**config.mk**
```make
export PLATFORM = sky130hd
export DESIGN_NAME = pipeline_ctrl
export DESIGN_NICKNAME = d
export VERILOG_FILES = /design/src/rtl/pipeline_ctrl.sv
export SDC_FILE = /design/constraint.sdc
export NUM_CORES = 1
export LEC_CHECK = 0
export ABC_AREA = 1
export CORE_MARGIN = 2
export CORE_UTILIZATION = 45
export DETAILED_ROUTE_END_ITERATION = 10
export PLACE_DENSITY_LB_ADDON = 0.25
export SLEW_MARGIN = 25
export SYNTH_ARGS = -nofsm -noshare
export SYNTH_HDL_FRONTEND = slang
export SYNTH_SLANG_ARGS = --single-unit
```
**constraint.sdc**
```tcl
create_clock -name clk -period 2.9 [get_ports clk]
set_input_delay 0.725 -clock clk [delete_from_list [all_inputs] [get_ports clk]]
set_output_delay 0.725 -clock clk [all_outputs]
set_load 0.02 [all_outputs]
```
**src/rtl/pipeline_ctrl.sv**
```systemverilog
// pipeline_ctrl: stall/flush sequencer for a 6-stage pipeline.
// Combinational per-stage stall mask from the stage requests, a one-cycle
// registered flush/redirect on exceptions (deferred while memory is stalled),
// and a saturating stall-cycle counter.
// Optional stall watchdog enabled by defining STALL_WATCHDOG_EN.
//
// state    | meaning
// ---------+---------------------------------------------------------------
// ST_RUN   | pipeline flowing, no stall seen on the previous edge
// ST_STALL | at least one stage requested a hold on the previous edge
// ST_PEND  | exception accepted while memory stalled; waiting for mem to free
// ST_FLUSH | single cycle: flush=1, new_pc=latched target, stall forced to 0
module pipeline_ctrl (
   input  logic        clk,
   input  logic        rst,
   input  logic        stallreq_id,
   input  logic        stallreq_ex,
   input  logic        stallreq_mem,
   input  logic        excp_valid,
   input  logic [31:0] excp_handler,
   output logic [5:0]  stall,
   output logic        flush,
   output logic [31:0] new_pc,
   output logic [15:0] stall_cnt,
   output logic        wdog_err
);

   typedef enum logic [1:0] {
      ST_RUN   = 2'd0,
      ST_STALL = 2'd1,
      ST_PEND  = 2'd2,
      ST_FLUSH = 2'd3
   } state_t;

   localparam logic [31:0] WDOG_VEC = 32'hBFC0_0380;

   state_t      state_q, state_d;
   logic [31:0] handler_q, handler_d;
   logic        flush_q, flush_d;
   logic [31:0] new_pc_q, new_pc_d;
   logic [15:0] stall_cnt_q, stall_cnt_d;
   logic [5:0]  req_vec;
   logic        any_req;
   logic        wdog_fire;

   // Highest requesting stage wins; it holds itself and everything upstream.
   always_comb begin
      req_vec = 6'b000000;
      if (stallreq_mem) begin
         req_vec = 6'b011111;
      end else if (stallreq_ex) begin
         req_vec = 6'b001111;
      end else if (stallreq_id) begin
         req_vec = 6'b000111;
      end
   end

   assign any_req = stallreq_id | stallreq_ex | stallreq_mem;

`ifdef STALL_WATCHDOG_EN
   logic [9:0] wdog_cnt_q, wdog_cnt_d;
   logic       wdog_err_q, wdog_err_d;
   logic       in_hold;

   // Count consecutive cycles spent holding (STALL or PEND); fire at 1023.
   always_comb begin
      in_hold    = (state_q == ST_STALL) || (state_q == ST_PEND);
      wdog_cnt_d = in_hold ? wdog_cnt_q + 10'd1 : 10'd0;
      wdog_fire  = in_hold && (wdog_cnt_q == 10'd1023);
      wdog_err_d = wdog_err_q | wdog_fire;
   end

   // Watchdog counter and sticky error flag.
   always_ff @(posedge clk or negedge rst) begin
      if (!rst) begin
         wdog_cnt_q <= 10'd0;
         wdog_err_q <= 1'b0;
      end else begin
         wdog_cnt_q <= wdog_cnt_d;
         wdog_err_q <= wdog_err_d;
      end
   end

   assign wdog_err = wdog_err_q;
`else
   assign wdog_fire = 1'b0;
   assign wdog_err  = 1'b0;
`endif

   // State, latched handler and registered outputs.
   always_ff @(posedge clk or negedge rst) begin
      if (!rst) begin
         state_q     <= ST_RUN;
         handler_q   <= 32'h0;
         flush_q     <= 1'b0;
         new_pc_q    <= 32'h0;
         stall_cnt_q <= 16'h0;
      end else begin
         state_q     <= state_d;
         handler_q   <= handler_d;
         flush_q     <= flush_d;
         new_pc_q    <= new_pc_d;
         stall_cnt_q <= stall_cnt_d;
      end
   end

   // Next state; the handler is captured only when an exception is accepted,
   // so later pulses in PEND/FLUSH cannot overwrite it.
   always_comb begin
      state_d   = state_q;
      handler_d = handler_q;
      if (wdog_fire) begin
         state_d   = ST_FLUSH;
         handler_d = WDOG_VEC;
      end else begin
         case (state_q)
            ST_RUN, ST_STALL: begin
               if (excp_valid) begin
                  handler_d = excp_handler;
                  state_d   = stallreq_mem ? ST_PEND : ST_FLUSH;
               end else if (any_req) begin
                  state_d = ST_STALL;
               end else begin
                  state_d = ST_RUN;
               end
            end
            ST_PEND: begin
               if (!stallreq_mem) begin
                  state_d = ST_FLUSH;
               end
            end
            ST_FLUSH: state_d = ST_RUN;
            default:  state_d = ST_RUN;
         endcase
      end
   end

   // Outputs: stall is zero-latency from the requests (masked in FLUSH and
   // reset); flush/new_pc are precomputed from the next state.
   always_comb begin
      stall = 6'b000000;
      if (rst && (state_q != ST_FLUSH)) begin
         stall = req_vec;
      end
      flush_d     = (state_d == ST_FLUSH);
      new_pc_d    = flush_d ? handler_d : 32'h0;
      stall_cnt_d = stall_cnt_q;
      if ((stall != 6'b000000) && (stall_cnt_q != 16'hFFFF)) begin
         stall_cnt_d = stall_cnt_q + 16'd1;
      end
   end

   assign flush     = flush_q;
   assign new_pc    = new_pc_q;
   assign stall_cnt = stall_cnt_q;

endmodule

```
Yosys cells after proc, flatten, opt, wreduce, memory -nomap -nowiden
Cells that the tools add are included.
{"block": "totals", "elab_cells": 31, "in_bits": 38, "out_inout_bits": 56, "reg_bits": 83}
{"block": "op_classes", "n_reduce_logical": 5, "eq_ne": 6, "bitwise_logic": 2, "muxes": 12, "n_addsub": 1}
{"operator": "two-way mux 32 bit", "n": 3}
{"operator": "two-way mux 6 bit", "n": 3}
{"operator": "adder 16 x 1 -> 16 bit, second input constant", "n": 1}
{"operator": "inequality test 16 bit, second input constant", "n": 1}
{"operator": "== test 2 bit, second input constant", "n": 3}
{"operator": "case mux 2 bit (3 select lines)", "n": 1}
{"operator": "nonzero test 6 bit", "n": 1}
{"operator": "two-way mux 2 bit", "n": 2}
{"operator": "two-way mux 3 bit", "n": 1}
{"operator": "== test 2 x 1 -> 1 bit, second input constant", "n": 1}
{"operator": "logical AND 1 bit", "n": 2}
{"operator": "zero test 2 bit", "n": 1}
{"operator": "two-way mux 1 bit", "n": 2}
{"operator": "inequality test 2 bit, second input constant", "n": 1}
{"operator": "OR 1 bit", "n": 2}
{"operator": "OR reduction 2 bit", "n": 1}

Longest topological paths before layout
{"block": "logic_depth", "word_depth": 7, "ltp_mapped": 9, "ltp_nobuf": 8}

Worst setup path after synthesis
Ideal clock, no wire load.
{"block": "synth_timing", "kind": "input port to output port", "start": "input stallreq_mem", "end": "output stall[1]", "required_time_ns": 2.175, "arrival_time_ns": 1.431, "path_slack_ns": 0.744, "path_stages": 5, "path_buffers": 1, "cell_sequence": "inv_1 -> nand3_1 -> nand2_1 -> inv_1 -> buf_4"}
{"block": "synth_via", "elab_chain_cells": 2}
{"item": "start, declared", "line": "18", "source": "input logic stallreq_mem,"}
{"item": "two-way mux 6 bit", "line": "49", "source": "if (stallreq_mem) begin"}
{"item": "two-way mux 6 bit", "line": "142", "source": "if (rst && (state_q != ST_FLUSH)) begin"}
{"item": "end, declared", "line": "21", "source": "output logic [5:0] stall,"}
No other way between the ends.

Final worst setup path
{"block": "layout_timing", "start": "input stallreq_mem", "end": "output stall[3]"}
Same word-level chain as after synthesis.

==> run summary <==
Main area contributors after synthesis - dfrtp_1 (59%), nand2_1 (6.9%), inv_1 (5.7%), nor2_1 (5.4%), or2_2 (4.2%)
Synth top area share - 0.587
Most frequent cell after synthesis - dfrtp_1
MaxCap Viol Count - 0
Internal Power - 2710 uW
Crit path launch - stallreq_mem
Post CTS Setup Buffer Count - 0
CP required - 2.17 ns
Post-synth ARST share - 1.00
Largest net degree at the start of global routing - 50
Synth warn - 0
# IOs - 94
Primary FF master, synth - dfrtp_1
Drt pass-1 iters - 4
PortBufs - 91
Critical-path cell list - clkdlybuf4s50_1, inv_1, a21oi_1, clkdlybuf4s50_1
Dpl ws - -0.0197 ns
Post-Syn Instances - 389
Vias in the first global route - 2579
Worst path bufs/invs - 3
Gpl congestion - 0.851
Sequential share of the synthesized area - 0.587
Wire length of the first global-routing pass - 12200 um
Nets - 525
Critical path class - in2out
Kind of end point of the critical path - output pin
Setup ws final - 0.142 ns
Fmax - 363 MHz
Clk_lat worst skew - 0.35 ns
Die height - 92.6 um
CTS H-tree depth - 3
Crit path max fanout - 4
Final count of hold timing violations - 0
Clock sink total - 83
Hold WC Path Type - in2async
Worst R2R Start - stall_cnt[0]
Mean post-synth cell area - 9.09 um2
Hold_buf cts - 0
Resize count post-CTS - 3
Largest delay contributor family on the critical path - buffers and inverters
Clock Power Share - 0.229
Via density - 4.60
Crit path top cell by count - clkdlybuf4s50_1
Worst relative slew slack - 0.599
CP arrival - 2.03 ns
CP max stage cell - clkdlybuf4s50_1
Layer with the highest usage - met2
Flop pwr share - 0.415
Clock-pin slew on the worst setup and hold paths - 0.09 ns
Residual DRC - 0
Fin crit share - 0.951
FILL cells - 703
Peak supply drop - 0.489 mV
Starting Density - 0.460
Routed vias - 2725
CTS max path bufs - 2
Core area - 7690 um2
CTS root buffer - clkbuf_8
Num rows - 32
Chip Width - 92.6 um
Startpoint types - input pin
Initial drt markers - 112
Share of layout cells above drive strength 1 - 0.149
Final setup viols - 0
RSZ-0062 raised after global routing - no
Post-synth EDFFs - 0
Status - complete, no violations
Final min period - 2.76 ns
Slowest cell delay on critical path - 0.61 ns
# diodes - 0
Sw Share - 0.342
Most common library cells after synthesis - dfrtp_1 (83), nand2_1 (65), inv_1 (54)
Register Area - 2080 um2
Final antenna-violating net count - 0
Antenna violations before repair - 0
Psw - 1410 uW
Detailed placement HPWL - 5140 um
Multi-input gate area - 1150 um2
Pwr dens - 863 nW/um2
Pins over their slew limit - 0
Met3 Use GR - 0.0488
Combinational share of power - 0.355
Routing usage on met2 - 0.280
Yosys reg bits - 83
Total global routing overflow - 0
Pwr Total - 4120 uW
Worst slew pin tran - 0.602 ns
Synth-to-layout area growth - 34.9%
Area of the die - 8580 um2
Total detailed-routing wirelength - 7370 um
Total track usage - 0.182
Leading area contributor after synthesis - dfrtp_1
Global-route met1 utilization - 0.241
Setup Skew - 0.0117 ns
Post-Synthesis Cell Area - 3540 um2
Synth unique cells - 28
CTS Buf Count - 9
Wire length per cell - 12.4 um
Total leakage power - 0.00222 uW
CTS tree - done
[final cells by class]
type                    count  share of cell area
repair buffers             99               0.202
clock buffers               9              0.0260
clock inverters             7              0.0223
inverters                  59              0.0464
flip-flops and latches     83               0.435
well taps                 102              0.0268
multi-input cells         234               0.241
[flip-flops by register name, summed over array words and instances (netlist names)]
name	cells
flush	1
handler_q	32
new_pc	32
stall_cnt	16
state_q	2
[cells in the final DEF (no fill, tap or decap), drive strengths merged]
cell type,n
clkdlybuf4s50,87
dfrtp,83
nand2,75
inv,62
nor2,56
o21ai,42
or2,32
nand3,12
clkbuf,9
buf,9
nand4,7
xnor2,3
dlygate4sd2,3
a21oi,2
conb,2
clkinv,2
bufinv,2
o21a,1
nand3b,1
ha,1
[final timing paths]
check,slack (ns),cells past startpoint,to
max,0.14,4,stall[3]
min,0.45,2,stall_cnt[13]
max reg2reg,1.21,8,stall_cnt[7]
min reg2reg,0.52,1,state_q[1]
max in group asynchronous,1.46,3,handler_q[18]
min in group clk,0.52,1,state_q[1]
[power groups by stage]
stage / sequential (uW) / combinational (uW) / clock (uW)
CTS: 1710 / 1490 / 967
global route: 1750 / 1620 / 1020
finish: 1710 / 1460 / 943
global placement: 1720 / 1450 / 0
floorplan: 1910 / 709 / 0
detailed placement: 1740 / 1480 / 0
[layer usage]
metal | vias up | wire length (um)
li1 | 1375 | -
met1 | 1263 | 3390
met2 | 79 | 3370
met3 | 8 | 502
met4 | 0 | 105
met5 | - | 0
[metrics by stage]
step | area [um2] | instances | hold slack, ns | util | setup TNS (ns)
detailed placement | 4540 | 577 | 0.511 | 0.591 | -0.0548
floorplan | 3540 | 390 | 0.429 | - | 0
global route | 4770 | 593 | 0.471 | 0.621 | 0
finish | 4770 | 593 | 0.447 | 0.621 | 0
CTS | 4770 | 593 | 0.455 | 0.621 | 0
global placement | 4540 | 577 | 0.502 | 0.591 | 0
[cells by family (layout without fill, tap and decap cells)]
| logic type | after synthesis | in the layout | share of synthesized area |
|---|---|---|---|
| AO/OA/AOI/OAI | 45 | 45 | 0.0686 |
| adder cells (fa/ha/maj) | 1 | 1 | 0.00354 |
| other | 1 | 2 | 0.00106 |
| AND/OR/NAND/NOR | 183 | 183 | 0.243 |
| flip-flops | 83 | 83 | 0.587 |
| XOR/XNOR | 3 | 3 | 0.00743 |
| buffers and inverters | 73 | 174 | 0.0885 |
[worst register-to-register path: stages, from the launching register on]
cell	delay, ns
dfrtp_1	0.48
ha_1	0.31
inv_1	0.08
nor2_2	0.18
nand2_1	0.09
nor2_2	0.18
nor2_2	0.13
nand2_1	0.09
o21ai_2	0.05
Power figures use the tool's default switching activity.
